**src/rtl/max_unpooling_stream_if.sv**
```systemverilog
// Handshake bundle for the 2x2 max-unpooling stream:
// pooled values in, full-resolution pixels out.
interface max_unpooling_stream_if #(
  parameter int DATA_BITS = 32
);
  logic                 in_valid;
  logic                 in_ready;
  logic [DATA_BITS-1:0] in_data;
  logic [1:0]           in_idx;
  logic                 out_valid;
  logic                 out_ready;
  logic [DATA_BITS-1:0] out_data;
  logic                 out_last;

  modport master (
    output in_valid, in_data, in_idx, out_ready,
    input  in_ready, out_valid, out_data, out_last
  );

  modport slave (
    input  in_valid, in_data, in_idx, out_ready,
    output in_ready, out_valid, out_data, out_last
  );
endinterface

```
**src/rtl/max_unpooling_stream.sv**
```systemverilog
// Streaming 2x2 max-unpooling: buffers one pooled row,
// then expands it into two output rows with zero fill.
module max_unpooling_stream #(
  parameter int DATA_BITS = 32,
  parameter int W         = 46,
  parameter int H         = 46
) (
  input logic                   clk,
  input logic                   rst,
  max_unpooling_stream_if.slave bus
);
  localparam int IW  = (W > 2) ? $clog2(W / 2) : 1;
  localparam int OCW = $clog2(W);
  localparam int PW  = (H > 2) ? $clog2(H / 2) : 1;

  localparam logic [IW-1:0]  IN_LAST  = IW'(W / 2 - 1);
  localparam logic [OCW-1:0] OUT_LAST = OCW'(W - 1);
  localparam logic [PW-1:0]  P_LAST   = PW'(H / 2 - 1);

  typedef enum logic [1:0] {
    FILL,
    EMIT_TOP,
    EMIT_BOT
  } state_t;

  typedef struct packed {
    logic [DATA_BITS-1:0] data;
    logic [1:0]           idx;
  } entry_t;

  state_t          state;
  state_t          state_nx;
  entry_t          row_buf [W/2];
  entry_t          rd;
  logic [IW-1:0]   rd_idx;
  logic [IW-1:0]   in_col;
  logic [OCW-1:0]  out_col;
  logic [PW-1:0]   prow;
  logic            in_fire;
  logic            out_fire;

  assign rd_idx   = IW'(out_col >> 1);
  assign rd       = row_buf[rd_idx];
  assign in_fire  = bus.in_valid && bus.in_ready;
  assign out_fire = bus.out_valid && bus.out_ready;

  always_ff @(posedge clk) begin
    if (rst) state <= FILL;
    else     state <= state_nx;
  end

  always_comb begin
    state_nx      = state;
    bus.in_ready  = 1'b0;
    bus.out_valid = 1'b0;
    bus.out_data  = '0;
    bus.out_last  = 1'b0;
    unique case (state)
      FILL: begin
        bus.in_ready = !rst;
        if (bus.in_valid && !rst && in_col == IN_LAST)
          state_nx = EMIT_TOP;
      end
      EMIT_TOP: begin
        bus.out_valid = 1'b1;
        if (rd.idx == {1'b0, out_col[0]})
          bus.out_data = rd.data;
        if (bus.out_ready && out_col == OUT_LAST)
          state_nx = EMIT_BOT;
      end
      EMIT_BOT: begin
        bus.out_valid = 1'b1;
        if (rd.idx == {1'b1, out_col[0]})
          bus.out_data = rd.data;
        bus.out_last = (prow == P_LAST) &&
                       (out_col == OUT_LAST);
        if (bus.out_ready && out_col == OUT_LAST)
          state_nx = FILL;
      end
      default: state_nx = FILL;
    endcase
  end

  always_ff @(posedge clk) begin
    if (rst) begin
      in_col  <= '0;
      out_col <= '0;
      prow    <= '0;
    end else begin
      if (in_fire)
        in_col <= (in_col == IN_LAST) ? '0
                : in_col + IW'(1);
      if (out_fire) begin
        if (out_col == OUT_LAST) begin
          out_col <= '0;
          if (state == EMIT_BOT)
            prow <= (prow == P_LAST) ? '0
                  : prow + PW'(1);
        end else begin
          out_col <= out_col + OCW'(1);
        end
      end
    end
  end

  // Buffer holds no reset: stale entries are always rewritten before reuse.
  always_ff @(posedge clk) begin
    if (in_fire)
      row_buf[in_col] <= '{data: bus.in_data,
                           idx:  bus.in_idx};
  end
endmodule

```
**src/flat_wrapper.sv**
```systemverilog
// flat-port wrapper written by rule: the top's interface ports become plain ports
module max_unpooling_stream_flat 
#(
  parameter int DATA_BITS = 32,
  parameter int W         = 46,
  parameter int H         = 46
)
  (clk, rst, bus_in_valid, bus_in_data, bus_in_idx, bus_out_ready, bus_in_ready, bus_out_valid, bus_out_data, bus_out_last);
  max_unpooling_stream_if #(.DATA_BITS(DATA_BITS)) bus_i ();
  input logic clk;
  input logic rst;
  input wire logic [$bits(bus_i.in_valid)-1:0] bus_in_valid;
  input wire logic [$bits(bus_i.in_data)-1:0] bus_in_data;
  input wire logic [$bits(bus_i.in_idx)-1:0] bus_in_idx;
  input wire logic [$bits(bus_i.out_ready)-1:0] bus_out_ready;
  output wire logic [$bits(bus_i.in_ready)-1:0] bus_in_ready;
  output wire logic [$bits(bus_i.out_valid)-1:0] bus_out_valid;
  output wire logic [$bits(bus_i.out_data)-1:0] bus_out_data;
  output wire logic [$bits(bus_i.out_last)-1:0] bus_out_last;
  assign bus_i.in_valid = bus_in_valid;
  assign bus_i.in_data = bus_in_data;
  assign bus_i.in_idx = bus_in_idx;
  assign bus_i.out_ready = bus_out_ready;
  assign bus_in_ready = bus_i.in_ready;
  assign bus_out_valid = bus_i.out_valid;
  assign bus_out_data = bus_i.out_data;
  assign bus_out_last = bus_i.out_last;
  max_unpooling_stream #(.DATA_BITS(DATA_BITS), .W(W), .H(H)) u_core (.clk(clk), .rst(rst), .bus(bus_i));
endmodule
```
**config.mk**
```make
export PLATFORM = sky130hd
export DESIGN_NAME = max_unpooling_stream_flat
export DESIGN_NICKNAME = d
export VERILOG_FILES = /design/src/rtl/max_unpooling_stream_if.sv /design/src/rtl/max_unpooling_stream.sv /design/src/flat_wrapper.sv
export SDC_FILE = /design/constraint.sdc
export NUM_CORES = 1
export LEC_CHECK = 0
export BUFFER_PORTS_ARGS = -buffer_cell sky130_fd_sc_hd__buf_4
export CAP_MARGIN = 20
export CORE_MARGIN = 3
export CORE_UTILIZATION = 55
export CTS_BUF_LIST = sky130_fd_sc_hd__clkbuf_16
export DETAILED_ROUTE_END_ITERATION = 7
export PLACE_DENSITY_LB_ADDON = 0.25
export SLEW_MARGIN = 20
export SYNTH_ARGS = -nofsm -noshare
export SYNTH_HDL_FRONTEND = slang
export SYNTH_SLANG_ARGS = --single-unit
export TNS_END_PERCENT = 100
```
**constraint.sdc**
```tcl
create_clock -name clk -period 3.4 [get_ports clk]
set_clock_uncertainty 0.1 [all_clocks]
set_input_delay 0.34 -clock clk [delete_from_list [all_inputs] [get_ports clk]]
set_output_delay 0.34 -clock clk [all_outputs]
set_load 0.005 [all_outputs]
```
==> key figures, run 1 <==
Run status
  • Status: finished, violations left
  • Failing checks: negative setup slack

CTS
  • Root buffer cell: clkbuf_16
  • CTS max path bufs: 3
  • Clock latency on the worst-skew pair: between 600 and 700 ps
  • CTS tree: built
  • CTS H-tree lvls: 3
  • Worst-path clk slew: roughly 60 ps
  • Clock buffer count from CTS: between 80 and 90
  • CTS Sinks: just over 800

Hold path
  • Worst min-delay path startpoint: bus_in_valid
  • Worst hold path endpoint: u_core.in_col[1]
  • Hold Path Depth: 4
  • Hold Crit Class: in -> reg

Global routing
  • Initial antenna violation count: 1
  • Largest net degree at the start of global routing: 76
  • Met1 usage: between 30% and 40%
  • Vias in the first global route: around 17000
  • GRT Total Usage: 23.5%
  • Met3 GRT Util: 4.89%
  • GRT overflow: 0
  • Global-route wire length before repair: 105000 um
  • Global route hottest layer: met2
  • Global routing usage on met2: between 30% and 40%

Timing
  • Slew Viols, Final: 0
  • FMAX: between 200 and 300 MHz
  • Setup ws final: -137 ps
  • Slew @ Worst Pin: roughly 610 ps
  • Final period demand of the worst path: 3540 ps
  • Setup TNS: -3310 ps
  • Final setup violation count: 32
  • RSZ-0062 raised after global routing: true
  • Worst rel slew slack: between 50% and 60%
  • Final hold vios: 0
  • Period utilization: 104%

Placement
  • Final Wtd Congestion: roughly 0.76
  • Dpl cells: 2472
  • Port-buffer cells: 72
  • HPWL after DPL: about 39000 um
  • Placed cell area: approximately 34000 sq um

Synthesis
  • Synthesized net count: approximately 1700
  • Yosys top cell area share: 74.0%
  • Cells after synthesis: 1647
  • Synth Warn #: 0
  • Top cells by area, synth: edfxtp_1 74%, mux4_2 7.6%, mux2_2 5.2%, mux2i_1 2.8%, dfxtp_1 1.5%
  • Async SR Flop Fraction: 0%
  • Post-synthesis sequential area ratio: 75.4%
  • EDFF count, synth: roughly 800
  • Cell with the most instances after synthesis: edfxtp_1
  • Most used DFF post-synth: edfxtp_1
  • Library cells used by synthesis: 43
  • Syn Area/Cell: between 15 and 20 sq um
  • Post-Synthesis Cell Area: approximately 32000 sq um
  • #FFs+latches synth: a little over 800
  • Top post-synthesis cells by count: 782 x edfxtp_1, 146 x mux2_2, 107 x mux4_2, 88 x mux2i_1, 67 x nor2_1
  • Top cell type by total area after synthesis: edfxtp_1

Power and ir drop
  • Pwr per Cell Area: 524 nW/um^2
  • Total power: roughly 20000 uW
  • VDD IR max: 0.439 mV
  • Leak Pwr: between 0.01 and 0.015 uW

Route
  • Post-route DRC: 0
  • Total number of vias: approximately 16000
  • DRT iter0 DRCs: 1491
  • DRT Pass-1 Iters: 7
  • WL final: between 70000 and 80000 um
  • WL per Instance: roughly 27 um
  • Routed Antenna Nets: 0
  • DR vias/cell: just over 6

Finish
  • Final core utilization: between 60% and 70%
  • Register area: 24000 sq um
  • Share of post-route cells with drive strength above 1: roughly 33%
  • Multi-input gate area: slightly below 8000 sq um
  • NumNets Final: about 1900
  • Area added between synthesis and finish: 18.0%
  • ANT cells: 0
  • Fill cells: between 3000 and 4000
  • Design Area, Final: about 37000 sq um
  • Final Non-Filler Cells: 2679

Floorplan
  • Die Area: around 61000 sq um
  • Die X: 246 um
  • Core region area: 56700 sq um
  • Die H: ~250 um
  • Effective utilization at floorplan: approximately 56%
  • # IOs: 73
  • Core Rows: 87

Run
  • Max-cap violations: 0

Critical path
  • Worst r2r src: u_core.state[0]
  • Reg-to-reg endpoint: u_core.row_buf[16][9]
  • CP Capture Type: primary output
  • WS Path Type: reg -> out
  • Critical Path Fanout Max: 6
  • Reg2Reg Setup Slack: approximately 600 ps
  • Worst setup SP type: flop
  • Crit path required time: approximately 3000 ps
  • Worst r2r path cells: 7
  • Worst Path Arrival: ~3100 ps
[through the flow]
stage | hold slack [ps] | setup WS (ps)
floorplan | 339 | 192
global placement | 395 | 200
detailed placement | 409 | 191
CTS | 14.5 | -186
global route | 66.2 | -235
finish | 48.7 | -137
[power breakdown]
group          total (uW)  internal [uW]  switching, uW
combinational         366            121            245
clock                8360           4790           3570
sequential          10900          10900           8.78
[area by class of cell]
class                      count  share of cell area, %
inverter                       6                 0.0601
sequential                   805                   64.0
clock buffer                  83                   5.54
clock inverter                63                   1.12
tap                          756                   2.52
timing repair buffer         224                   5.95
multi-input combinational    742                   20.8
[routing by layer]
layer	vias to the layer above	share of wire, %	wire length [um]
li1	7100	-	-
met2	562	49	35100
met5	-	0.018	13
met3	120	6.7	4800
met1	8389	41	29500
met4	2	2.8	1980
[flip-flops by register name (all words and copies together), names as in the netlist, named ones only]
register	flops
u_core.in_col	5
u_core.row_buf	782
u_core.state	2
u_core.prow	5
u_core.out_col	6
[worst max path at each step]
stage / slack [ps] / start / endpoint / cells after the start
floorplan: 190 / u_core.state[0] / u_core.row_buf[15][0] / 6
global placement: 200 / flop / bus_out_data[30] / 8
detailed placement: 190 / flop / bus_out_data[30] / 8
CTS: -190 / flop / bus_out_data[13] / 10
global route: -240 / flop / bus_out_data[30] / 10
finish: -140 / flop / bus_out_data[8] / 10
[worst max-delay path, stage by stage, from the launching register on]
cell,delay (ps)
dfxtp_4,370
buf_12,120
mux4_2,490
mux4_2,470
nor2_2,110
a21oi_2,70
xor2_4,180
buf_12,180
buf_16,160
nor3_4,180
buf_4,140
[repair_timing]
action / in CTS / in global routing
setup endpoints to repair: 32 / 32
hold buffers: 36 / 0
pin swaps: 0 / 31
gates cloned: 0 / 5
resized for setup: 10 / 59
hold endpoints to repair: 790 / 0
buffers inserted: 12 / 8
[layout by cell type (no fill, tap or decap), drive strengths merged, types with 3 or more instances in the layout]
cell type and count:
buf 183, mux2 146, a211oi 21, o22ai 51, inv 30, clkbuf 88
dlygate4sd3 36, xor2 10, a221oi 12, nor3 65, nor2 67, nor2b 3
nand2 50, o21bai 11, bufinv 5, or2 4, dfxtp 23, mux2i 88
ha 11, a21oi 19, nand4 6, o21ai 48, clkinv 34, edfxtp 782
nand2b 3, mux4 107
[cell families (layout without fill, tap and decap cells)]
group / Yosys count / after routing / synth area share, %
simple gates: 212 / 212 / 3.52
buf+inv: 100 / 376 / 1.51
flops: 805 / 805 / 75.4
mux: 341 / 341 / 15.5
xor+xnor: 11 / 11 / 0.327
compound gates: 167 / 167 / 3.27
fa+ha+maj: 11 / 11 / 0.433
Power figures use the tool's default switching activity.
==> inputs of run 2 (changes only) <==
clock period = 3.9 ns   (was 3.4 ns; I/O delays follow)
==> key figures, run 2 (synthesis gave the netlist of run 1 again) <==
Run status
  • Status: completed

Floorplan
  • # IOs: 73 (unchanged)
  • Die H: 246 um (unchanged)
  • Effective utilization at floorplan: 56.0% (unchanged)
  • Die X: 246 um (unchanged)
  • Core Rows: 87 (unchanged)
  • Core region area: 56700 sq um (unchanged)
  • Die Area: 60700 sq um (unchanged)

Global routing
  • Vias in the first global route: 16600 (-0.32%)
  • GRT Total Usage: 23.9% (+0.38 points)
  • Initial antenna violation count: 1 (unchanged)
  • Largest net degree at the start of global routing: 82 (+7.9%)
  • Global-route wire length before repair: 106000 um (+0.95%)
  • GRT overflow: 0 (unchanged)

Finish
  • Share of post-route cells with drive strength above 1: 30.9% (-1.9 points)
  • Max reg flops: 782 (unchanged)
  • Fill cells: 3731 (+3.7%)
  • Reg with most FFs: u_core.row_buf
  • NumNets Final: 1845 (-3.4%)
  • ANT cells: 0 (unchanged)
  • Leading cell types in the layout, fill and taps excluded: 782 x edfxtp_1, 145 x mux2_2, 135 x buf_4, 107 x mux4_2, 88 x mux2i_1
  • Multi-input gate area: 7520 sq um (-3.7%)
  • Area added between synthesis and finish: 14.8%
  • Most common library cell in the layout ignoring fill and taps: edfxtp_1
  • Register area: 24000 sq um (about the same)
  • Top Registers: u_core.row_buf x782, u_core.out_col x6

CTS
  • Clock buffer count from CTS: 80 (-1.2%)
  • CTS tree: built
  • CTS Sinks: 805 (unchanged)
  • CTS max path bufs: 3 (unchanged)
  • Worst-path clk slew: 60 ps (about the same)
  • Root buffer cell: clkbuf_16
  • Clock latency on the worst-skew pair: 610 ps (about the same)
  • CTS H-tree lvls: 3 (unchanged)

Route
  • DRT iter0 DRCs: 1828 (+23%)
  • Total number of vias: 16100 (-0.26%)
  • DR vias/cell: 6.17 (+2.2%)
  • WL final: 71200 um (-0.24%)
  • Post-route DRC: 0 (unchanged)
  • Routed Antenna Nets: 0 (unchanged)
  • DRT Pass-1 Iters: 5 (-2)
  • WL per Instance: 27.2 um (+2.2%)

Power and ir drop
  • Leak Pwr: 0.0113 uW (-4.7%)
  • Pwr per Cell Area: 473 nW/um^2 (-9.7%)
  • VDD IR max: 0.407 mV (-7.2%)

Critical path
  • CP Capture Type: primary output
  • Worst setup SP type: flop
  • Critical Path Fanout Max: 26 (+20)
  • Worst r2r path cells: 6 (-1)
  • Reg2Reg Setup Slack: 900 ps (+300 ps)
  • Crit path required time: 3410 ps (+450 ps)
  • Reg-to-reg endpoint: u_core.row_buf[2][26]
  • WS Path Type: reg -> out
  • Worst r2r src: u_core.state[0]
  • Worst Path Arrival: 3270 ps (+170 ps)

Hold path
  • Hold Crit Class: in -> reg
  • Worst hold path endpoint: u_core.row_buf[5][2]
  • Worst min-delay path startpoint: bus_in_data[0]
  • Hold Path Depth: 1 (-3)

Timing
  • RSZ-0062 raised after global routing: false
  • Slew @ Worst Pin: 807 ps (+195 ps)
  • Final hold vios: 0 (unchanged)
  • Setup TNS: 0 ps (+3310 ps)
  • Setup ws final: 144 ps (+281 ps)
  • Worst rel slew slack: 46.2% (-13 points)
  • Period utilization: 96.3%
  • Final setup violation count: 0 (-100%)
  • Final period demand of the worst path: between 3000 and 4000 ps
  • FMAX: 266 MHz
  • Slew Viols, Final: 0 (unchanged)

Placement
  • Port-buffer cells: 72 (unchanged)
  • Final Wtd Congestion: 0.751 (-1.6%)
  • Pre-CTS setup slack: 636 ps (+445 ps)
  • HPWL after DPL: 37300 um (-3.7%)

Run
  • Max-cap violations: 0 (unchanged)
## run 2: cell count changes in the layout (fill, tap and decap cells not counted), sizes merged
| cell | delta |
|---|---|
| clkinv | -4 |
| dlygate4sd3 | -26 |
| bufinv | +4 |
| buf | -33 |
| inv | +1 |
| clkinvlp | +1 |
| clkbuf | -7 |
## run 2: final cells by class
cell class,count,area share (%)
multi-input combinational,742,20.6
inverter,6,0.0618
clock inverter,65,1.54
tap,756,2.59
clock buffer,80,5.49
sequential,805,65.7
timing repair buffer,161,3.94
## run 2: how the worst max path moves through the flow
stage	end	slack (ps)
3_3_place_gp	bus_out_data[30]	780
5_1_grt	bus_out_data[30]	4
3_5_place_dp	bus_out_data[30]	640
2_1_floorplan	u_core.row_buf[15][0]	690
4_1_cts	bus_out_data[30]	60
6_report	bus_out_data[30]	140
## run 2: metrics by stage
stage | area (sq um) | util, % | total power, uW | instances | hold WS, ps
after floorplan | 31800 | - | 9780 | 1647 | 372
after global placement | 33700 | 59.4 | 9940 | 2452 | 394
after detailed placement | 33700 | 59.4 | 9950 | 2452 | 403
after CTS | 36400 | 64.1 | 17400 | 2607 | 0.574
after global routing | 36500 | 64.3 | 17700 | 2615 | 27.8
final | 36500 | 64.3 | 17200 | 2615 | 30.4
## run 2: timing repair
item	in CTS	in global routing
hold buffers	10	0
setup buffers	0	7
cloned	0	1
gates resized for setup	2	3
setup endpoints to repair	1	7
endpoints found under the hold margin	121	0
## run 2: where the power goes
part / leakage, uW / internal (uW) / total [uW] / switching [uW]
Clock: 0.00133 / 4340 / 7470 / 3130
Sequential: 0.00723 / 9510 / 9510 / 7.43
Combinational: 0.00270 / 71.4 / 262 / 191
## run 2: routing by layer
| metal | global-route usage [%] | share of wire (%) |
|---|---|---|
| met5 | 0 | 0.024 |
| met4 | 7.03 | 2.3 |
| met3 | 4.38 | 7.4 |
| met2 | 39.2 | 50 |
| met1 | 33.1 | 41 |
## run 2: worst max-delay path, cell delays in order (launching register included)
cell and delay, ps:
dfxtp_4 660, mux4_2 560, o21ai_0 180, a221oi_1 130, mux2_4 430, buf_12 230
nor3_1 270, buf_4 160
==> inputs of run 3 (changes only) <==
CORE_ASPECT_RATIO = 2   (was not set)
==> key figures, run 3 (synthesis gave the netlist of run 1 again) <==
Run status
  • Status: completed

Route
  • WL final: 73300 um (+2.9%)
  • DRT Pass-1 Iters: 5 (unchanged)
  • Total number of vias: 16100 (-0.23%)
  • DRT iter0 DRCs: 1435 (-21%)
  • Routed Antenna Nets: 0 (unchanged)
  • WL per Instance: 28.5 um (+4.6%)
  • DR vias/cell: 6.25 (+1.4%)
  • Post-route DRC: 0 (unchanged)

Global routing
  • GRT Total Usage: 24.5% (+0.58 points)
  • Largest net degree at the start of global routing: 85 (+3.7%)
  • GRT overflow: 0 (unchanged)
  • Vias in the first global route: 17000 (+2.5%)
  • Initial antenna violation count: 0 (-1)
  • Global-route wire length before repair: 109000 um (+3.0%)

Floorplan
  • Die H: 346 um (+40%)
  • Effective utilization at floorplan: 55.6% (-0.37 points)
  • # IOs: 73 (unchanged)
  • Die Area: 60800 sq um (+0.29%)
  • Die X: 176 um (-29%)
  • Core region area: 57100 sq um (+0.67%)
  • Core Rows: 124 (+43%)

CTS
  • CTS max path bufs: 3 (unchanged)
  • Worst-path clk slew: 70 ps (about the same)
  • CTS H-tree lvls: 3 (unchanged)
  • CTS Sinks: 805 (unchanged)
  • Root buffer cell: clkbuf_16
  • Clock buffer count from CTS: 68 (-15%)
  • CTS tree: built
  • Clock latency on the worst-skew pair: 590 ps (-20 ps)

Finish
  • ANT cells: 0 (unchanged)
  • Area added between synthesis and finish: 12.8%
  • Most common library cell in the layout ignoring fill and taps: edfxtp_1
  • Share of post-route cells with drive strength above 1: 30.1% (-0.83 points)
  • Final Non-Filler Cells: 2573 (-1.6%)
  • NumNets Final: 1817 (-1.5%)
  • Leading cell types in the layout, fill and taps excluded: 782 x edfxtp_1, 145 x mux2_2, 130 x buf_4, 107 x mux4_2, 88 x mux2i_1
  • Reg with most FFs: u_core.row_buf
  • Design Area, Final: 35800 sq um (-1.7%)
  • Top Registers: u_core.row_buf x782, u_core.out_col x6
  • Max reg flops: 782 (unchanged)

Timing
  • RSZ-0062 raised after global routing: false
  • Hold WS: 22.9 ps (-7.56 ps)
  • Setup TNS: 0 ps (unchanged)
  • Final period demand of the worst path: 3740 ps (-12.6 ps)
  • Slew Viols, Final: 0 (unchanged)
  • Worst rel slew slack: 45.7% (-0.52 points)
  • Final setup violation count: 0 (unchanged)
  • Period utilization: 96.0% (-0.32 points)
  • Slew @ Worst Pin: 815 ps (+7.80 ps)
  • Setup ws final: 157 ps (+12.6 ps)
  • Final hold vios: 0 (unchanged)
  • FMAX: 267 MHz (+0.34%)

Power and ir drop
  • Leak Pwr: 0.0110 uW (-2.8%)
  • VDD IR max: 0.396 mV (-2.8%)
  • Pwr per Cell Area: 457 nW/um^2 (-3.5%)

Placement
  • Dpl cells: 2450 (-0.082%)
  • Final Wtd Congestion: 0.771 (+2.6%)
  • Placed cell area: 33600 sq um (-0.19%)
  • Port-buffer cells: 72 (unchanged)
  • Pre-CTS setup slack: 510 ps (-126 ps)
  • HPWL after DPL: 40100 um (+7.6%)

Critical path
  • CP Capture Type: primary output
  • Critical Path Fanout Max: 14 (-46%)
  • WS Path Type: reg -> out
  • Worst setup SP type: flop
  • Worst Path Arrival: 3250 ps (-20 ps)
  • Crit path required time: 3410 ps (about the same)

Run
  • Max-cap violations: 0 (unchanged)

Hold path
  • Hold Crit Class: in -> reg
[run 3: changes by cell type in the layout (fill, tap and decap cells not counted), sizes merged]
cell,previous run,this run
buf,150,144
bufinv,9,5
clkbuf,81,70
clkinv,30,16
dlygate4sd3,10,1
inv,31,33
[run 3: report_power, final]
group	internal, uW	total [uW]	switching, uW
logic	67.1	254	187
registers	9500	9510	7.84
clock network	3610	6590	2990
total	13200	16400	3180
[run 3: per-stage QoR]
stage          utilization, %  total power (uW)
4_1_cts                  62.7             16500
6_report                 62.7             16400
5_1_grt                  62.7             16800
3_3_place_gp             58.9              9940
3_5_place_dp             58.9              9950
2_1_floorplan               -              9780
[run 3: layer usage]
layer	vias up	track usage, %	share of wire, %	wire length, um
met5	-	0	0	0
met2	635	44.3	54	39800
met1	8413	29.6	36	26300
li1	6883	-	-	-
met4	0	9.06	3.8	2750
met3	163	3.54	6.0	4430
[run 3: timing repair]
item                                    4_1_cts  5_1_grt
buffers inserted                              1        2
endpoints found under the hold margin         8        0
hold buffers                                  1        0
endpoints found under the setup margin       23       32
resized for setup                             1        2
[run 3: final timing paths]
kind                   start                endpoint  slack [ps]  cells past startpoint
max                     flop        bus_out_data[21]         160                      8
min          bus_in_data[19]  u_core.row_buf[12][21]          20                      1
max reg2reg  u_core.state[1]    u_core.row_buf[9][6]         890                      7
min reg2reg   u_core.prow[3]          u_core.prow[3]         450                      2
[run 3: critical path: stages (launching register included)]
cell and delay (ps):
dfxtp_4 540, mux2i_1 120, mux4_2 470, nor2b_1 150
a221oi_1 320, mux2_4 490, buf_12 210, nor3_2 200
buf_4 130
[run 3: area by class of cell]
class | count | area (sq um)
multi-input cells | 742 | 7520
repair buffers | 145 | 1240
flip-flops and latches | 805 | 24000
fillers | 4051 | 21300
clock buffers | 70 | 1750
well taps | 756 | 946
clock inverters | 49 | 379
inverters | 6 | 22.5
